**src/rtl/nco_pkg.sv**
```systemverilog
// rtl/nco_pkg.sv - shared widths and legality rule for the NCO phase front end
//
// Purpose: default widths for the phase accumulator, output angle and rate
// divider, plus the rule that the quadrant bits plus the angle must fit in
// the accumulator.
// Ports: none (package).

package nco_pkg;

  localparam int unsigned PW_DEFAULT   = 32;
  localparam int unsigned AW_DEFAULT   = 16;
  localparam int unsigned DIVW_DEFAULT = 16;
  localparam int unsigned QUAD_W       = 2;

  typedef logic [QUAD_W-1:0] quadrant_t;

  // Two top phase bits select the quadrant; the rest must cover the angle.
  function automatic bit widths_legal(input int unsigned pw, input int unsigned aw);
    return (aw > 0) && (pw >= aw + QUAD_W);
  endfunction

endpackage

```
**src/rtl/nco_phase_quantizer.sv**
```systemverilog
// rtl/nco_phase_quantizer.sv - first-quadrant phase to angle rounding quantiser
//
// Purpose: reduce an IW-bit in-quadrant phase to AW bits, rounding half up.
// A rounding carry saturates to all-ones so the angle never wraps to zero
// and never spills into the quadrant.
// Ports:
//   phase_i  in  IW  phase within quadrant
//   angle_o  out AW  quantised angle

module phase_quantizer
  import nco_pkg::*;
#(
  parameter int unsigned IW = 30,
  parameter int unsigned AW = 16
) (
  input  logic [IW-1:0] phase_i,
  output logic [AW-1:0] angle_o
);

  if (IW == AW) begin : g_copy
    assign angle_o = phase_i;
  end else begin : g_round
    localparam int unsigned DW = IW - AW;
    logic [AW:0] rounded;

    // Adding the highest dropped bit implements round-half-up.
    assign rounded = {1'b0, phase_i[IW-1:DW]} + {{AW{1'b0}}, phase_i[DW-1]};
    assign angle_o = rounded[AW] ? {AW{1'b1}} : rounded[AW-1:0];
  end

endmodule

```
**src/rtl/nco_phase_gen.sv**
```systemverilog
// rtl/nco_phase_gen.sv - phase accumulator front end feeding the sin/cos stage
//
// Purpose: phase accumulator with a programmable sample-rate divider,
// phase-continuous frequency updates through a one-deep handshake, a
// restart command and a static output phase offset.
// Ports:
//   clk_i, rst_ni           clock, synchronous active-low reset
//   en_i, rate_div_i        run enable; tick every rate_div_i+1 enabled cycles
//   phase_offset_i          offset added to the accumulator at the output
//   cfg_valid_i/cfg_ready_o frequency word handshake, freq_i is the word
//   sync_i                  phase restart
//   valid_o, quadrant_o, angle_o, wrap_o  registered sample to sincos

module nco_phase_gen
  import nco_pkg::*;
#(
  parameter int unsigned PW   = PW_DEFAULT,
  parameter int unsigned AW   = AW_DEFAULT,
  parameter int unsigned DIVW = DIVW_DEFAULT
) (
  input  logic            clk_i,
  input  logic            rst_ni,
  input  logic            en_i,
  input  logic [DIVW-1:0] rate_div_i,
  input  logic [PW-1:0]   phase_offset_i,
  input  logic            cfg_valid_i,
  output logic            cfg_ready_o,
  input  logic [PW-1:0]   freq_i,
  input  logic            sync_i,
  output logic            valid_o,
  output logic [1:0]      quadrant_o,
  output logic [AW-1:0]   angle_o,
  output logic            wrap_o
);

  if (!widths_legal(PW, AW)) begin : g_bad_widths
    always_ff @(posedge clk_i) $fatal(1, "nco_phase_gen: PW-2 must be >= AW");
  end

  logic [PW-1:0]   acc_q, acc_d;
  logic            carry_q, carry_d;
  logic [PW-1:0]   freq_q, freq_d;
  logic [PW-1:0]   pend_q, pend_d;
  logic            pend_flag_q, pend_flag_d;
  logic [DIVW-1:0] div_q, div_d;
  logic            valid_q, valid_d;
  quadrant_t       quad_q, quad_d;
  logic [AW-1:0]   angle_q, angle_d;
  logic            wrap_q, wrap_d;

  logic            tick;
  logic            accept;
  logic [PW-1:0]   phase;
  logic [PW:0]     acc_sum;
  logic [AW-1:0]   angle_quant;

  assign tick    = en_i & (div_q == rate_div_i);
  // The ready flag is simply "no word pending", so an accept can never
  // coincide with an apply; a word accepted on a tick waits for the next one.
  assign accept  = cfg_valid_i & ~pend_flag_q;
  assign phase   = acc_q + phase_offset_i;
  assign acc_sum = {1'b0, acc_q} + {1'b0, freq_q};

  phase_quantizer #(.IW(PW - 2), .AW(AW)) u_quant (
    .phase_i (phase[PW-3:0]),
    .angle_o (angle_quant)
  );

  always_comb begin
    acc_d       = acc_q;
    carry_d     = carry_q;
    freq_d      = freq_q;
    pend_d      = pend_q;
    pend_flag_d = pend_flag_q;
    div_d       = div_q;
    valid_d     = 1'b0;
    quad_d      = quad_q;
    angle_d     = angle_q;
    wrap_d      = wrap_q;

    if (sync_i) begin
      acc_d   = '0;
      carry_d = 1'b0;
      div_d   = '0;
      if (pend_flag_q) begin
        freq_d      = pend_q;
        pend_flag_d = 1'b0;
      end
    end else if (tick) begin
      valid_d = 1'b1;
      quad_d  = phase[PW-1:PW-2];
      angle_d = angle_quant;
      wrap_d  = carry_q;
      // Increment uses the old word even on the tick that applies a new one.
      acc_d   = acc_sum[PW-1:0];
      carry_d = acc_sum[PW];
      div_d   = '0;
      if (pend_flag_q) begin
        freq_d      = pend_q;
        pend_flag_d = 1'b0;
      end
    end else if (en_i) begin
      div_d = div_q + 1'b1;
    end

    if (accept) begin
      pend_d      = freq_i;
      pend_flag_d = 1'b1;
    end
  end

  always_ff @(posedge clk_i) begin
    if (!rst_ni) begin
      acc_q       <= '0;
      carry_q     <= 1'b0;
      freq_q      <= '0;
      pend_q      <= '0;
      pend_flag_q <= 1'b0;
      div_q       <= '0;
      valid_q     <= 1'b0;
      quad_q      <= '0;
      angle_q     <= '0;
      wrap_q      <= 1'b0;
    end else begin
      acc_q       <= acc_d;
      carry_q     <= carry_d;
      freq_q      <= freq_d;
      pend_q      <= pend_d;
      pend_flag_q <= pend_flag_d;
      div_q       <= div_d;
      valid_q     <= valid_d;
      quad_q      <= quad_d;
      angle_q     <= angle_d;
      wrap_q      <= wrap_d;
    end
  end

  assign cfg_ready_o = ~pend_flag_q;
  assign valid_o     = valid_q;
  assign quadrant_o  = quad_q;
  assign angle_o     = angle_q;
  assign wrap_o      = wrap_q;

endmodule

```
**config.mk**
```make
export PLATFORM = sky130hd
export DESIGN_NAME = nco_phase_gen
export DESIGN_NICKNAME = d
export VERILOG_FILES = /design/src/rtl/nco_pkg.sv /design/src/rtl/nco_phase_quantizer.sv /design/src/rtl/nco_phase_gen.sv
export SDC_FILE = /design/constraint.sdc
export NUM_CORES = 1
export LEC_CHECK = 0
export CORE_UTILIZATION = 50
export CTS_BUF_LIST = sky130_fd_sc_hd__clkbuf_8
export DETAILED_ROUTE_END_ITERATION = 8
export HOLD_SLACK_MARGIN = 0.02
export PLACE_DENSITY = 0.78
export SLEW_MARGIN = 20
export SYNTH_ARGS = -nofsm -noshare
export SYNTH_HDL_FRONTEND = slang
export SYNTH_SLANG_ARGS = --single-unit
```
**constraint.sdc**
```tcl
create_clock -name clk_i -period 4.42 [get_ports clk_i]
set_clock_uncertainty 0.05 [all_clocks]
set_input_delay 0.442 -clock clk_i [delete_from_list [all_inputs] [get_ports clk_i]]
set_output_delay 0.442 -clock clk_i [all_outputs]
set_load 0.005 [all_outputs]
```
==> results of run 1 <==
-- report_power, final --
part | internal, W | total (W) | switching (W)
registers | 0.00123 | 0.00124 | 0.0000147
clock network | 0.000560 | 0.00105 | 0.000487
logic | 0.000128 | 0.000249 | 0.000121
-- cell type report --
class / instances / share of cell area [%]
Sequential cell: 134 / 27.5
Multi-Input combinational cell: 814 / 53.6
Inverter: 21 / 0.807
Tap cell: 216 / 2.77
Timing Repair Buffer: 111 / 11.2
Clock inverter: 11 / 1.28
Clock buffer: 21 / 2.96
-- final timing paths --
path / start / to / slack [ps]
max: phase_offset_i[4] / angle_o[1] / 560
min reg2reg: pend_q[21] / pend_q[21] / 420
min: pend_q[21] / pend_q[21] / 420
max reg2reg: acc_q[4] / angle_o[1] / 560
-- critical path: cells and delay by family --
kind	cells	cell delay (ps)
buffers and inverters	1	400
adders and majority gates	1	330
AOI/OAI and AO/OA	5	1370
and+or+nand+nor	4	1310
xor gates and xnor gates	1	260
-- cell usage after synthesis (3+ instances only) --
| cell | count |
|---|---|
| xnor2_1 | 44 |
| a31oi_1 | 9 |
| a21boi_0 | 64 |
| and3_1 | 8 |
| nor2b_1 | 14 |
| ha_1 | 65 |
| o21a_1 | 7 |
| o21ai_0 | 73 |
| a211o_1 | 4 |
| inv_1 | 21 |
| dfxtp_1 | 134 |
| clkbuf_1 | 33 |
| nand4_1 | 10 |
| a21oi_1 | 60 |
| mux2i_1 | 5 |
| o211ai_1 | 3 |
| o21ai_1 | 6 |
| nor2_1 | 56 |
| a211oi_1 | 4 |
| nand3_1 | 19 |
| and4_1 | 3 |
| nand2b_1 | 10 |
| o21bai_1 | 6 |
| nor4_1 | 9 |
| or3_1 | 6 |
| and2_1 | 5 |
| a21oi_2 | 12 |
| nor3_1 | 4 |
| xor2_1 | 44 |
| a22o_1 | 3 |
| a21o_1 | 18 |
| nand2_1 | 206 |
-- cell families (layout without fill, tap and decap cells) --
logic type                 Yosys count  count (layout)  share of synthesized area (%)
and+or+nand+nor                    366             366                           20.7
adders and majority gates           66              66                           10.2
xor gates and xnor gates            88              88                           9.48
AOI/OAI and AO/OA                  289             289                           23.1
muxes                                5               5                          0.615
buffers and inverters               58             164                           2.89
DFF                                134             134                           33.0
-- metrics by stage --
stage	hold WS, ps	cell area (um2)
finish	416	9770
global route	436	9770
CTS	418	9770
detailed placement	407	9350
global placement	399	9350
floorplan	391	8130
-- state kept, by name, summed over array words and instances, names as in the netlist --
name,flops
carry_q,1
acc_q,32
div_q,16
wrap_o,1
valid_o,1
quadrant_o,2
freq_q,32
pend_flag_q,1
angle_o,16
pend_q,32
-- routing by layer --
| metal | track usage (%) | share of wire [%] | wire length, um |
|---|---|---|---|
| met3 | 3.76 | 4.4 | 837 |
| met2 | 36.4 | 43 | 8050 |
| met1 | 32.6 | 51 | 9590 |
| met4 | 8.48 | 1.8 | 345 |
| met5 | 0 | 0 | 0 |
==> run_results.csv, run 1 <==
group,metric,value,unit
logic_synthesis,syn_area,0.00813,mm2
logic_synthesis,syn-num-nets,1157,
power,p_leak,3.83,nW
place,port_buffers,105,
place,hpwl,14400,um
flow_run,cap_violations,0,
global_routing,grt_pass1_wl,30800,um
setup_path,critPathMaxFanout,15,
cells_and_area,final_common_cell,"nand2_1",
detailed_routing,routed_wl,18800,um
setup_path,end_kind,"flip-flop",
clocking,h-tree-depth,4,
logic_synthesis,yosys-top-cells-area,"dfxtp_1, ha_1, nand2_1",
sta,max_slew_margin,32.4,%
sta,rsz0062_at_grt,"false",
sta,fmax,259,MHz
clocking,cts.clk_slew.worst_paths,70,ps
logic_synthesis,syn_avg_cell_area,8.09,um2
logic_synthesis,ys_ff_latch,134,
logic_synthesis,synth.distinct_cells,64,
floorplan,ios,106,
sta,finalMaxSlewViolations,0,
global_routing,grt_use_total,23.4,%
setup_path,path_cells,"clkdlybuf4s50_1 -> ha_1 -> a21o_1 -> a21o_1 -> a2111oi_0 -> o21ai_1 -> xor2_1 -> nand4_1 -> nor4b_4 -> and3b_2 -> nor3_4 -> a21oi_1",
cells_and_area,n_antenna_cell,0,
cells_and_area,final_nets,1250,
clocking,tritoncts,"yes",
cells_and_area,seq_area,0.00268,mm2
setup_path,required,4670,ps
detailed_routing,viasPerCell,5.31,
power,irDropWorstVdd,0.177,mV
clocking,cts_buffers,17,
floorplan,rows,46,
clocking,post_cts_resized,0,
logic_synthesis,async_flop_share,0,%
floorplan,fp.coreArea,0.0159,mm2
clocking,cts_sinks,134,
detailed_routing,wl_per_cell,14.2,um
sta,setup_viol,0,
setup_path,path_class,"in2reg",
clocking,ctsRootBufferMaster,"clkbuf_8",
detailed_routing,antenna_left,0,
clocking,cts_buffer_depth,2,
hold_path,worstHoldPathType,"reg2reg",
global_routing,globalRouteOverflowTotal,0,
global_routing,grt_max_degree,58,
sta,finalHoldViolCount,0,
setup_path,slowest_stage,"nor3_4",
sta,fin_ws,559,ps
logic_synthesis,synth_top_area_share,33.0,%
sta,period_needed,3860,ps
sta,worst_pin_slew,1010,ps
logic_synthesis,yosys_warnings,0,
floorplan,initial_core_util,51.2,%
logic_synthesis,yosys.area.top_type,"dfxtp_1",
cells_and_area,num-fill-cells,1459,
clocking,postCtsHoldBufs,0,
logic_synthesis,ys.flop_type,"dfxtp_1",
cells_and_area,drive_above_1_share,6.21,%
place,gp_congestion,0.883,
global_routing,grt_pass1_vias,6493,
setup_path,start_kind,"input pin",
floorplan,die_h,130,um
cells_and_area,multiInputGateArea,0.00523,mm2
floorplan,die-area,0.0168,mm2
outcome,status,"finished clean",
cells_and_area,syn_to_final_growth,20.1,%
cells_and_area,mostFrequentLayoutCells,"nand2_1, dfxtp_1, clkdlybuf4s50_1",
setup_path,crit_path_frequent_cell,"a21o_1",
place,place_inst,1296,
detailed_routing,first_pass_iters,5,
clocking,clk_latency,450,ps
cells_and_area,layoutNonFillerInstCount,1328,
place,pre_cts_ws,121,ps
global_routing,antenna_found_initial,0,
floorplan,die_w,130,um
clocking,post_cts_buffers,0,
cells_and_area,final_util,61.5,%
setup_path,cp_slowest_stage_delay,600,ps
logic_synthesis,syn-instance-count,1006,
logic_synthesis,seq_area_frac_synth,33.0,%
detailed_routing,drt_first_iter_violations,369,
detailed_routing,via_count,7056,
sta,timing.setup.tns,0,ps
setup_path,critPathArrivalTime,4110,ps
logic_synthesis,synth_edf_count,0,
detailed_routing,remaining_drc_errors,0,
sta,period_share,87.3,%
power,power,0.00254,W
setup_path,r2r_cells,11,
hold_path,holdPathStages,2,
power,p_per_area,260,mW/mm2
No activity file was read; power rests on OpenSTA's default activity.
==> run 2, diff against run 1 <==
--- a/config.mk
+++ b/config.mk
@@ -5,6 +5,7 @@
 export SDC_FILE = /design/constraint.sdc
 export NUM_CORES = 1
 export LEC_CHECK = 0
+export CORE_MARGIN = 5
 export CORE_UTILIZATION = 50
 export CTS_BUF_LIST = sky130_fd_sc_hd__clkbuf_8
 export DETAILED_ROUTE_END_ITERATION = 8
@@ -14,3 +15,4 @@
 export SYNTH_ARGS = -nofsm -noshare
 export SYNTH_HDL_FRONTEND = slang
 export SYNTH_SLANG_ARGS = --single-unit
+export TNS_END_PERCENT = 5
==> run 2 against run 1 <==
  * Sequential cell count unchanged
  * Register-to-register slack better by 80 ps
  * Utilization decreased by 0.36 points
  * Non-clock buffer count is 1 lower
  * Worst hold slack worse by 0.84 ps
  * Highest routed layer unchanged
  * Maximum frequency rose by 0.83%
  * Total power fell by 0.57%
  * Worst setup slack improved by 32 ps
  * Critical path type unchanged
  * Combinational power about the same
  * Via count rose by 2.1%
==> run_results.csv, run 2 (synthesis gave the netlist of run 1 again) <==
group,metric,value,unit
cells_and_area,layoutNonFillerInstCount,1327,
clocking,postCtsHoldBufs,0,
clocking,cts_buffer_depth,2,
cells_and_area,final_nets,1249,
global_routing,grt_use_total,21.4,%
power,p_leak,3.82,nW
floorplan,rows,46,
clocking,clk_latency,460,ps
setup_path,start_kind,"input pin",
setup_path,required,4670,ps
clocking,tritoncts,"yes",
sta,setup_viol,0,
sta,rsz0062_at_grt,"false",
floorplan,die-area,0.0189,mm2
cells_and_area,final_util,61.1,%
detailed_routing,first_pass_iters,5,
sta,worst_pin_slew,1040,ps
sta,timing.setup.tns,0,ps
floorplan,die_w,138,um
sta,period_needed,3830,ps
floorplan,ios,106,
hold_path,worstHoldPathType,"reg2reg",
sta,finalHoldViolCount,0,
sta,finalMaxSlewViolations,0,
place,place_inst,1295,
flow_run,cap_violations,0,
sta,max_slew_margin,30.2,%
global_routing,antenna_found_initial,0,
clocking,post_cts_buffers,0,
setup_path,path_class,"in2reg",
place,port_buffers,105,
outcome,status,"finished clean",
global_routing,grt_pass1_wl,32400,um
clocking,cts_buffers,17,
floorplan,fp.coreArea,0.0159,mm2
setup_path,end_kind,"flip-flop",
detailed_routing,via_count,7203,
global_routing,grt_max_degree,87,
cells_and_area,n_antenna_cell,0,
detailed_routing,wl_per_cell,14.8,um
detailed_routing,antenna_left,0,
floorplan,initial_core_util,51.0,%
place,gp_congestion,0.882,
clocking,post_cts_resized,0,
place,hpwl,15000,um
detailed_routing,remaining_drc_errors,0,
cells_and_area,mostFrequentLayoutCells,"nand2_1, dfxtp_1, clkdlybuf4s50_1",
setup_path,critPathArrivalTime,4080,ps
cells_and_area,top_regs,"acc_q (32), freq_q (32), pend_q (32)",
power,p_per_area,259,mW/mm2
hold_path,min-delay-start,"pend_q[6]",
clocking,ctsRootBufferMaster,"clkbuf_8",
clocking,cts_sinks,134,
cells_and_area,syn_to_final_growth,19.8,%
power,irDropWorstVdd,0.179,mV
setup_path,regToRegStartpoint,"acc_q[4]",
detailed_routing,viasPerCell,5.43,
detailed_routing,drt_first_iter_violations,415,
sta,fmax,261,MHz
clocking,cts.clk_slew.worst_paths,80,ps
power,power,0.00253,W
sta,period_share,86.6,%
clocking,h-tree-depth,4,
place,pre_cts_ws,142,ps
sta,fin_ws,591,ps
setup_path,critPathMaxFanout,15,
global_routing,globalRouteOverflowTotal,0,
global_routing,grt_pass1_vias,6842,
cells_and_area,final_common_cell,"nand2_1",
setup_path,critPathLaunch,"phase_offset_i[4]",
detailed_routing,routed_wl,19600,um
floorplan,die_h,138,um
cells_and_area,drive_above_1_share,6.21,%
run 2: report_power, final:
| part | switching, W | internal, W | leakage (nW) |
|---|---|---|---|
| registers | 0.0000150 | 0.00123 | 1.09 |
| clock network | 0.000511 | 0.000521 | 0.200 |
| logic | 0.000122 | 0.000128 | 2.53 |
| total | 0.000648 | 0.00188 | 3.82 |
run 2: layout make-up:
class,count,area (um2)
Timing Repair Buffer,110,1080
Multi-Input combinational cell,814,5230
Clock buffer,18,248
Inverter,21,78.8
Tap cell,216,270
Clock inverter,14,151
Fill cell,1447,6200
Sequential cell,134,2680
run 2: final timing paths:
path | slack (ps) | end | cells past startpoint
hold / removal | 410 | freq_q[6] | 2
setup / recovery | 590 | angle_o[2] | 12
setup reg to reg | 640 | angle_o[2] | 11
hold reg to reg | 410 | freq_q[6] | 2
run 2: layer usage:
metal | up-vias | routed length (um) | global-route usage (%)
met5 | - | 0 | 0
met4 | 0 | 380 | 7.32
met3 | 28 | 1130 | 4.16
met2 | 192 | 8450 | 33.3
met1 | 3257 | 9620 | 29.6
li1 | 3726 | - | -
run 2: critical path, cell delays in order:
cell and delay, ps:
clkdlybuf4s50_1 400, ha_1 330, a21o_1 200, a21o_1 220
a2111oi_0 500, o21ai_1 290, xor2_1 260, nand4_1 360
nor4b_4 100, and3b_2 230, nor3_4 590, a21oi_1 140
run 2: metrics by stage:
stage                     hold slack, ps  instance area, um2
after global placement               400                9340
after detailed placement             407                9350
after global routing                 444                9750
after floorplan                      391                8130
final                                415                9750
after CTS                            420                9750
